[src/rtl/riscv_ctrl_pkg.sv]
// Shared encodings for the multicycle RISC-V controller: states, opcodes, extend selects,
// ALU operations and datapath mux selects.
package riscv_ctrl_pkg;

  localparam int unsigned STATE_W = 4;

  typedef enum logic [STATE_W-1:0] {
    StFetch,
    StDecode,
    StMemAdr,
    StMemRead,
    StMemWb,
    StMemWrite,
    StExecR,
    StExecI,
    StAluWb,
    StBeq,
    StJal,
    StIllegal
  } state_e;

  localparam logic [6:0] OP_LW  = 7'b0000011;
  localparam logic [6:0] OP_SW  = 7'b0100011;
  localparam logic [6:0] OP_R   = 7'b0110011;
  localparam logic [6:0] OP_I   = 7'b0010011;
  localparam logic [6:0] OP_BEQ = 7'b1100011;
  localparam logic [6:0] OP_JAL = 7'b1101111;

  localparam logic [1:0] IMM_I = 2'b00;
  localparam logic [1:0] IMM_S = 2'b01;
  localparam logic [1:0] IMM_B = 2'b10;
  localparam logic [1:0] IMM_J = 2'b11;

  localparam logic [2:0] ALU_ADD = 3'b000;
  localparam logic [2:0] ALU_SUB = 3'b001;
  localparam logic [2:0] ALU_AND = 3'b010;
  localparam logic [2:0] ALU_OR  = 3'b011;
  localparam logic [2:0] ALU_SLT = 3'b101;

  // Request to the ALU decoder: fixed add/sub, or decode funct fields as R- or I-type.
  localparam logic [1:0] ALUOP_ADD = 2'b00;
  localparam logic [1:0] ALUOP_SUB = 2'b01;
  localparam logic [1:0] ALUOP_R   = 2'b10;
  localparam logic [1:0] ALUOP_I   = 2'b11;

  localparam logic [1:0] SRCA_PC    = 2'b00;
  localparam logic [1:0] SRCA_OLDPC = 2'b01;
  localparam logic [1:0] SRCA_RS1   = 2'b10;

  localparam logic [1:0] SRCB_RS2  = 2'b00;
  localparam logic [1:0] SRCB_IMM  = 2'b01;
  localparam logic [1:0] SRCB_FOUR = 2'b10;

  localparam logic [1:0] RES_ALUOUT = 2'b00;
  localparam logic [1:0] RES_DATA   = 2'b01;
  localparam logic [1:0] RES_ALU    = 2'b10;

endpackage

[src/rtl/riscv_alu_decoder.sv]
// Combinational ALU control decode from the controller's ALU request and the funct fields.
module riscv_alu_decoder
  import riscv_ctrl_pkg::*;
(
  input  logic [1:0] alu_op,
  input  logic [2:0] funct3,
  input  logic       funct7b5,
  output logic [2:0] alu_control,
  output logic       bad_funct
);

  always_comb begin
    alu_control = ALU_ADD;
    bad_funct   = 1'b0;
    case (alu_op)
      ALUOP_ADD: alu_control = ALU_ADD;
      ALUOP_SUB: alu_control = ALU_SUB;
      default: begin
        case (funct3)
          // funct7b5 only selects sub for R-type; addi has no subtract form
          3'b000:  alu_control = (alu_op == ALUOP_R && funct7b5) ? ALU_SUB : ALU_ADD;
          3'b111:  alu_control = ALU_AND;
          3'b110:  alu_control = ALU_OR;
          3'b010:  alu_control = ALU_SLT;
          default: bad_funct = 1'b1;
        endcase
      end
    endcase
  end

endmodule

[src/rtl/riscv_multicycle_controller.sv]
// Moore control FSM sequencing the multicycle RISC-V datapath over a req/ready memory port.
module riscv_multicycle_controller
  import riscv_ctrl_pkg::*;
#(
  parameter bit USE_MEM_RDY = 1'b1
) (
  input  logic       clk,
  input  logic       reset,
  input  logic [6:0] opcode,
  input  logic [2:0] funct3,
  input  logic       funct7b5,
  input  logic       zero,
  input  logic       mem_ready,
  output logic       mem_req,
  output logic       adr_src,
  output logic       ir_write,
  output logic       pc_write,
  output logic       reg_write,
  output logic       mem_write,
  output logic [1:0] imm_src,
  output logic [1:0] alu_src_a,
  output logic [1:0] alu_src_b,
  output logic [1:0] result_src,
  output logic [2:0] alu_control,
  output logic       illegal
);

  state_e     state_q, state_d;
  logic       illegal_q;
  logic       rdy;
  logic [1:0] alu_op;
  logic       bad_funct;
  logic       pc_update, branch;
  logic       ir_write_raw, reg_write_raw, mem_write_raw;

  assign rdy = USE_MEM_RDY ? mem_ready : 1'b1;

  riscv_alu_decoder u_alu_decoder (
    .alu_op      (alu_op),
    .funct3      (funct3),
    .funct7b5    (funct7b5),
    .alu_control (alu_control),
    .bad_funct   (bad_funct)
  );

  always_ff @(posedge clk) begin
    if (reset) begin
      state_q   <= StFetch;
      illegal_q <= 1'b0;
    end else begin
      state_q <= state_d;
      if (state_d == StIllegal) illegal_q <= 1'b1;
    end
  end

  always_comb begin
    state_d = state_q;
    case (state_q)
      StFetch:  if (rdy) state_d = StDecode;
      StDecode: begin
        case (opcode)
          OP_LW, OP_SW: state_d = StMemAdr;
          OP_R:         state_d = StExecR;
          OP_I:         state_d = StExecI;
          OP_BEQ:       state_d = StBeq;
          OP_JAL:       state_d = StJal;
          default:      state_d = StIllegal;
        endcase
      end
      StMemAdr:         state_d = (opcode == OP_SW) ? StMemWrite : StMemRead;
      StMemRead:        if (rdy) state_d = StMemWb;
      StMemWb:          state_d = StFetch;
      StMemWrite:       if (rdy) state_d = StFetch;
      StExecR, StExecI: state_d = bad_funct ? StIllegal : StAluWb;
      StAluWb, StBeq:   state_d = StFetch;
      StJal:            state_d = StAluWb;
      StIllegal:        state_d = StIllegal;
      default:          state_d = StFetch;
    endcase
  end

  always_comb begin
    mem_req       = 1'b0;
    adr_src       = 1'b0;
    ir_write_raw  = 1'b0;
    reg_write_raw = 1'b0;
    mem_write_raw = 1'b0;
    pc_update     = 1'b0;
    branch        = 1'b0;
    imm_src       = IMM_I;
    alu_src_a     = SRCA_PC;
    alu_src_b     = SRCB_RS2;
    result_src    = RES_ALUOUT;
    alu_op        = ALUOP_ADD;
    case (state_q)
      StFetch: begin
        mem_req      = 1'b1;
        alu_src_b    = SRCB_FOUR;
        result_src   = RES_ALU;
        ir_write_raw = rdy;
        pc_update    = rdy;
      end
      StDecode: begin
        // Precompute the jump/branch target into ALUOut for the following state
        alu_src_a = SRCA_OLDPC;
        alu_src_b = SRCB_IMM;
        imm_src   = (opcode == OP_JAL) ? IMM_J : IMM_B;
      end
      StMemAdr: begin
        alu_src_a = SRCA_RS1;
        alu_src_b = SRCB_IMM;
        imm_src   = (opcode == OP_SW) ? IMM_S : IMM_I;
      end
      StMemRead: begin
        mem_req = 1'b1;
        adr_src = 1'b1;
      end
      StMemWb: begin
        result_src    = RES_DATA;
        reg_write_raw = 1'b1;
      end
      StMemWrite: begin
        mem_req       = 1'b1;
        adr_src       = 1'b1;
        mem_write_raw = rdy;
      end
      StExecR: begin
        alu_src_a = SRCA_RS1;
        alu_op    = ALUOP_R;
      end
      StExecI: begin
        alu_src_a = SRCA_RS1;
        alu_src_b = SRCB_IMM;
        alu_op    = ALUOP_I;
      end
      StAluWb: reg_write_raw = 1'b1;
      StBeq: begin
        alu_src_a = SRCA_RS1;
        alu_op    = ALUOP_SUB;
        branch    = 1'b1;
      end
      StJal: begin
        alu_src_a = SRCA_OLDPC;
        alu_src_b = SRCB_FOUR;
        pc_update = 1'b1;
      end
      default: ;
    endcase
  end

  // No write strobe may escape while reset is held, whatever state we are in
  assign ir_write  = ir_write_raw & ~reset;
  assign pc_write  = (pc_update | (branch & zero)) & ~reset;
  assign reg_write = reg_write_raw & ~reset;
  assign mem_write = mem_write_raw & ~reset;
  assign illegal   = illegal_q;

endmodule

[config.mk]
export PLATFORM = sky130hd
export DESIGN_NAME = riscv_multicycle_controller
export DESIGN_NICKNAME = d
export VERILOG_FILES = /design/src/rtl/riscv_ctrl_pkg.sv /design/src/rtl/riscv_alu_decoder.sv /design/src/rtl/riscv_multicycle_controller.sv
export SDC_FILE = /design/constraint.sdc
export NUM_CORES = 1
export LEC_CHECK = 0
export CAP_MARGIN = 40
export CORE_UTILIZATION = 44
export DETAILED_ROUTE_END_ITERATION = 10
export GPL_ROUTABILITY_DRIVEN = 0
export PLACE_DENSITY = 0.84
export RECOVER_POWER = 100
export REMOVE_ABC_BUFFERS = 1
export SKIP_LAST_GASP = 1
export SYNTH_ARGS = -nofsm -noshare
export SYNTH_HDL_FRONTEND = slang
export SYNTH_HIERARCHICAL = 1
export SYNTH_SLANG_ARGS = --single-unit
[constraint.sdc]
create_clock -name clk -period 3.2 [get_ports clk]
set_clock_uncertainty 0.2 [all_clocks]
set_input_delay 0.96 -clock clk [delete_from_list [all_inputs] [get_ports clk]]
set_output_delay 0.96 -clock clk [all_outputs]
set_load 0.05 [all_outputs]
==> flow_summary.ini <==
[critical_path]
start_kind = input pin
cp.arrival_ns = 2.00
worstPathCellList = clkdlybuf4s50_1 -> nor2_1 -> a21oi_2 -> o22ai_2 -> buf_12
slowest_delay_ns = 0.55
crit_type = in2out
end_kind = output port
crit_fanout = 5
slowest_stage = clkdlybuf4s50_1
cp.required_ns = 2.04

[pwr]
irDropWorstVdd_v = 0.0006654
finalPower_mw = 0.9754
leakagePower_nw = 0.4715
power_density_mw_per_mm2 = 837.4

[synthesis]
synthArstFlopShare_pct = 0
ys_seq_area_share_pct = 14.06
netlist_instances = 108
synthDistinctLibCells = 38
synth_edf_count = 0
yosysWarnings = 6
avgSynthCellArea_um2 = 6.592
synth-seq-cells = 5
netlist_area_um2 = 711.9
dominantRegCellSynth = dfxtp_1

[cts]
htree_levels = 1
hold_buffers = 0
clock-sinks = 5
cts_setup_buffers = 0
cts_tree = yes
clockBufferDepth = 2
path_clk_slew_ns = 0.05
clock-root-buffer = clkbuf_4
clkLatencyLatePin_ns = 0.24
cts_buffers = 3

[global_route]
grt_usage_pct = 25.69
antenna_found_initial = 0
grt_pass1_wl_mm = 3.677
grtUsageMet3_pct = 2.586
grt_busiest_layer = met2
grtUsageMet2_pct = 49.23
grt_start_max_net_pins = 17
grt.overflow.total = 0
grtUsageMet1_pct = 27.78
grt_pass1_vias = 924

[sta]
drv_slew = 0
rsz0062_at_grt = true
period_minus_slack_ns = 3.155
finalHoldViolCount = 0
max_freq_ghz = 0.3169
finalSetupViolCount = 0
maxSlewHeadroom_pct = 60.28
timing.final.crit_share_pct = 98.61
tightest_slew_ns = 0.5984

[routing]
viasPerCell = 5.675
drt_first_pass_iters = 4
ant_nets = 0
drt_wl_total_mm = 2.248
dr_total_vias = 942
drt_iter0_markers = 26
wl_per_cell_um = 13.54
drc = 0

[floorplan]
rows = 14
core_area_mm2 = 0.001506
die_w_um = 42.23
die_height_um = 42.23
dieArea_mm2 = 0.001783
initial_utilization_pct = 47.26
io_pins = 33

[placement]
port_buffers = 32
dp_hpwl_mm = 1.667

[layout]
antenna_cells = 0
fin_util_pct = 77.33
drive_gt1_share_pct = 26.00
area_growth_pct = 63.62
nets = 166

[run_status]
status = completed

[worst_hold_path]
hold_class = reg2reg

[flow_run]
cap_violations = 0
-- Yosys cell counts (2+ instances only) --
cell type | count | area share [%]
nor2_1 | 18 | 9.5
a21oi_1 | 8 | 5.6
inv_1 | 8 | 4.2
nand2_1 | 8 | 4.2
nand2b_1 | 7 | 6.2
nor3_1 | 6 | 4.2
o21ai_0 | 6 | 4.2
dfxtp_1 | 5 | 14
nor2b_1 | 4 | 3.5
a22oi_1 | 3 | 3.2
a211o_1 | 2 | 2.5
a211oi_1 | 2 | 2.1
and2_1 | 2 | 1.8
and3_1 | 2 | 1.8
buf_4 | 2 | 2.1
clkbuf_1 | 2 | 1.1
o22ai_1 | 2 | 1.8
-- sequential cells by signal, indices dropped and copies added, names as in the netlist --
register  count
illegal       1
state_q       4
-- cells in the final DEF, fill, tap and decap left out, types with 2 or more instances in the layout --
master / netlist / final
a22oi_1: 3 / 3
nor3_2: 0 / 2
buf_4: 2 / 12
dfxtp_1: 5 / 5
o21ai_0: 6 / 5
clkbuf_2: 0 / 4
nand2_1: 8 / 8
dlygate4sd2_1: 0 / 6
and2_1: 2 / 2
a21oi_1: 8 / 7
clkbuf_1: 2 / 7
a211o_1: 2 / 2
buf_12: 0 / 7
clkbuf_4: 0 / 3
inv_1: 8 / 8
nand2b_1: 7 / 7
nor2b_1: 4 / 3
nor2_1: 18 / 18
nor3_1: 6 / 4
clkdlybuf4s50_1: 0 / 8
-- layer usage --
metal / wire, µm / share of wire, %
met4: 19 / 0.85
met2: 1209 / 54
met5: 0 / 0
met1: 916 / 41
met3: 103 / 4.6
-- stage by stage --
step / TNS (ns) / instances / hold WS [ns] / setup slack [ns] / instance area [µm²]
2_1_floorplan: -1.197 / 102 / 0.4953 / -0.4194 / 673.1
3_3_place_gp: -0.2916 / 162 / 0.2599 / -0.1575 / 1161
3_5_place_dp: -0.3253 / 162 / 0.2691 / -0.1484 / 1161
4_1_cts: 0 / 166 / 0.2770 / 0.01363 / 1209
5_1_grt: -0.05997 / 166 / 0.2742 / -0.05350 / 1165
6_report: 0 / 166 / 0.2596 / 0.04452 / 1165
-- kinds of logic (layout without fill, tap and decap cells) --
group                  Yosys count  count (layout)  synth area share (%)
AO/OA/AOI/OAI                   29              29                 28.47
XOR/XNOR                         2               2                 2.461
buffers and inverters           14              56                 9.665
flip-flops                       5               5                 14.06
multiplexers                     1               1                 1.582
AND/OR/NAND/NOR                 57              57                 43.76
-- repair_timing --
item | CTS | global route
pin swaps | 5 | 2
endpoints found under the setup margin | 4 | 3
cloned | 0 | 0
resized for setup | 13 | 3
-- cell type report --
type                            instances  area, µm²
Sequential cell                         5      100.1
Inverter                                8      30.03
Clock buffer                            4      26.28
Tap cell                               16      20.02
Multi-Input combinational cell         89      573.1
Fill cell                             123      341.6
Timing Repair Buffer                   44      415.4
-- where the power goes --
| group | internal, mW | leakage, nW | switching [mW] |
|---|---|---|---|
| logic | 0.251 | 0.416 | 0.526 |
| registers | 0.0821 | 0.0409 | 0.0430 |
| clock network | 0.0471 | 0.0150 | 0.0260 |
| total | 0.380 | 0.472 | 0.595 |
-- path summary, 6_finish.rpt --
check,slack (ns),end,start,cells after the start
worst max-delay path,0.04,alu_control[0],funct3[2],5
worst min-delay path,0.26,illegal,illegal,2
worst max register to register,0.89,illegal,state_q[1],8
worst min register to register,0.26,illegal,illegal,2
-- worst max-delay path: cells and delay by family --
family                 cells  cell delay (ns)
AO/OA/AOI/OAI              2             0.24
AND/OR/NAND/NOR            1             0.09
buffers and inverters      2             0.71
No activity file was read; power rests on OpenSTA's default activity.
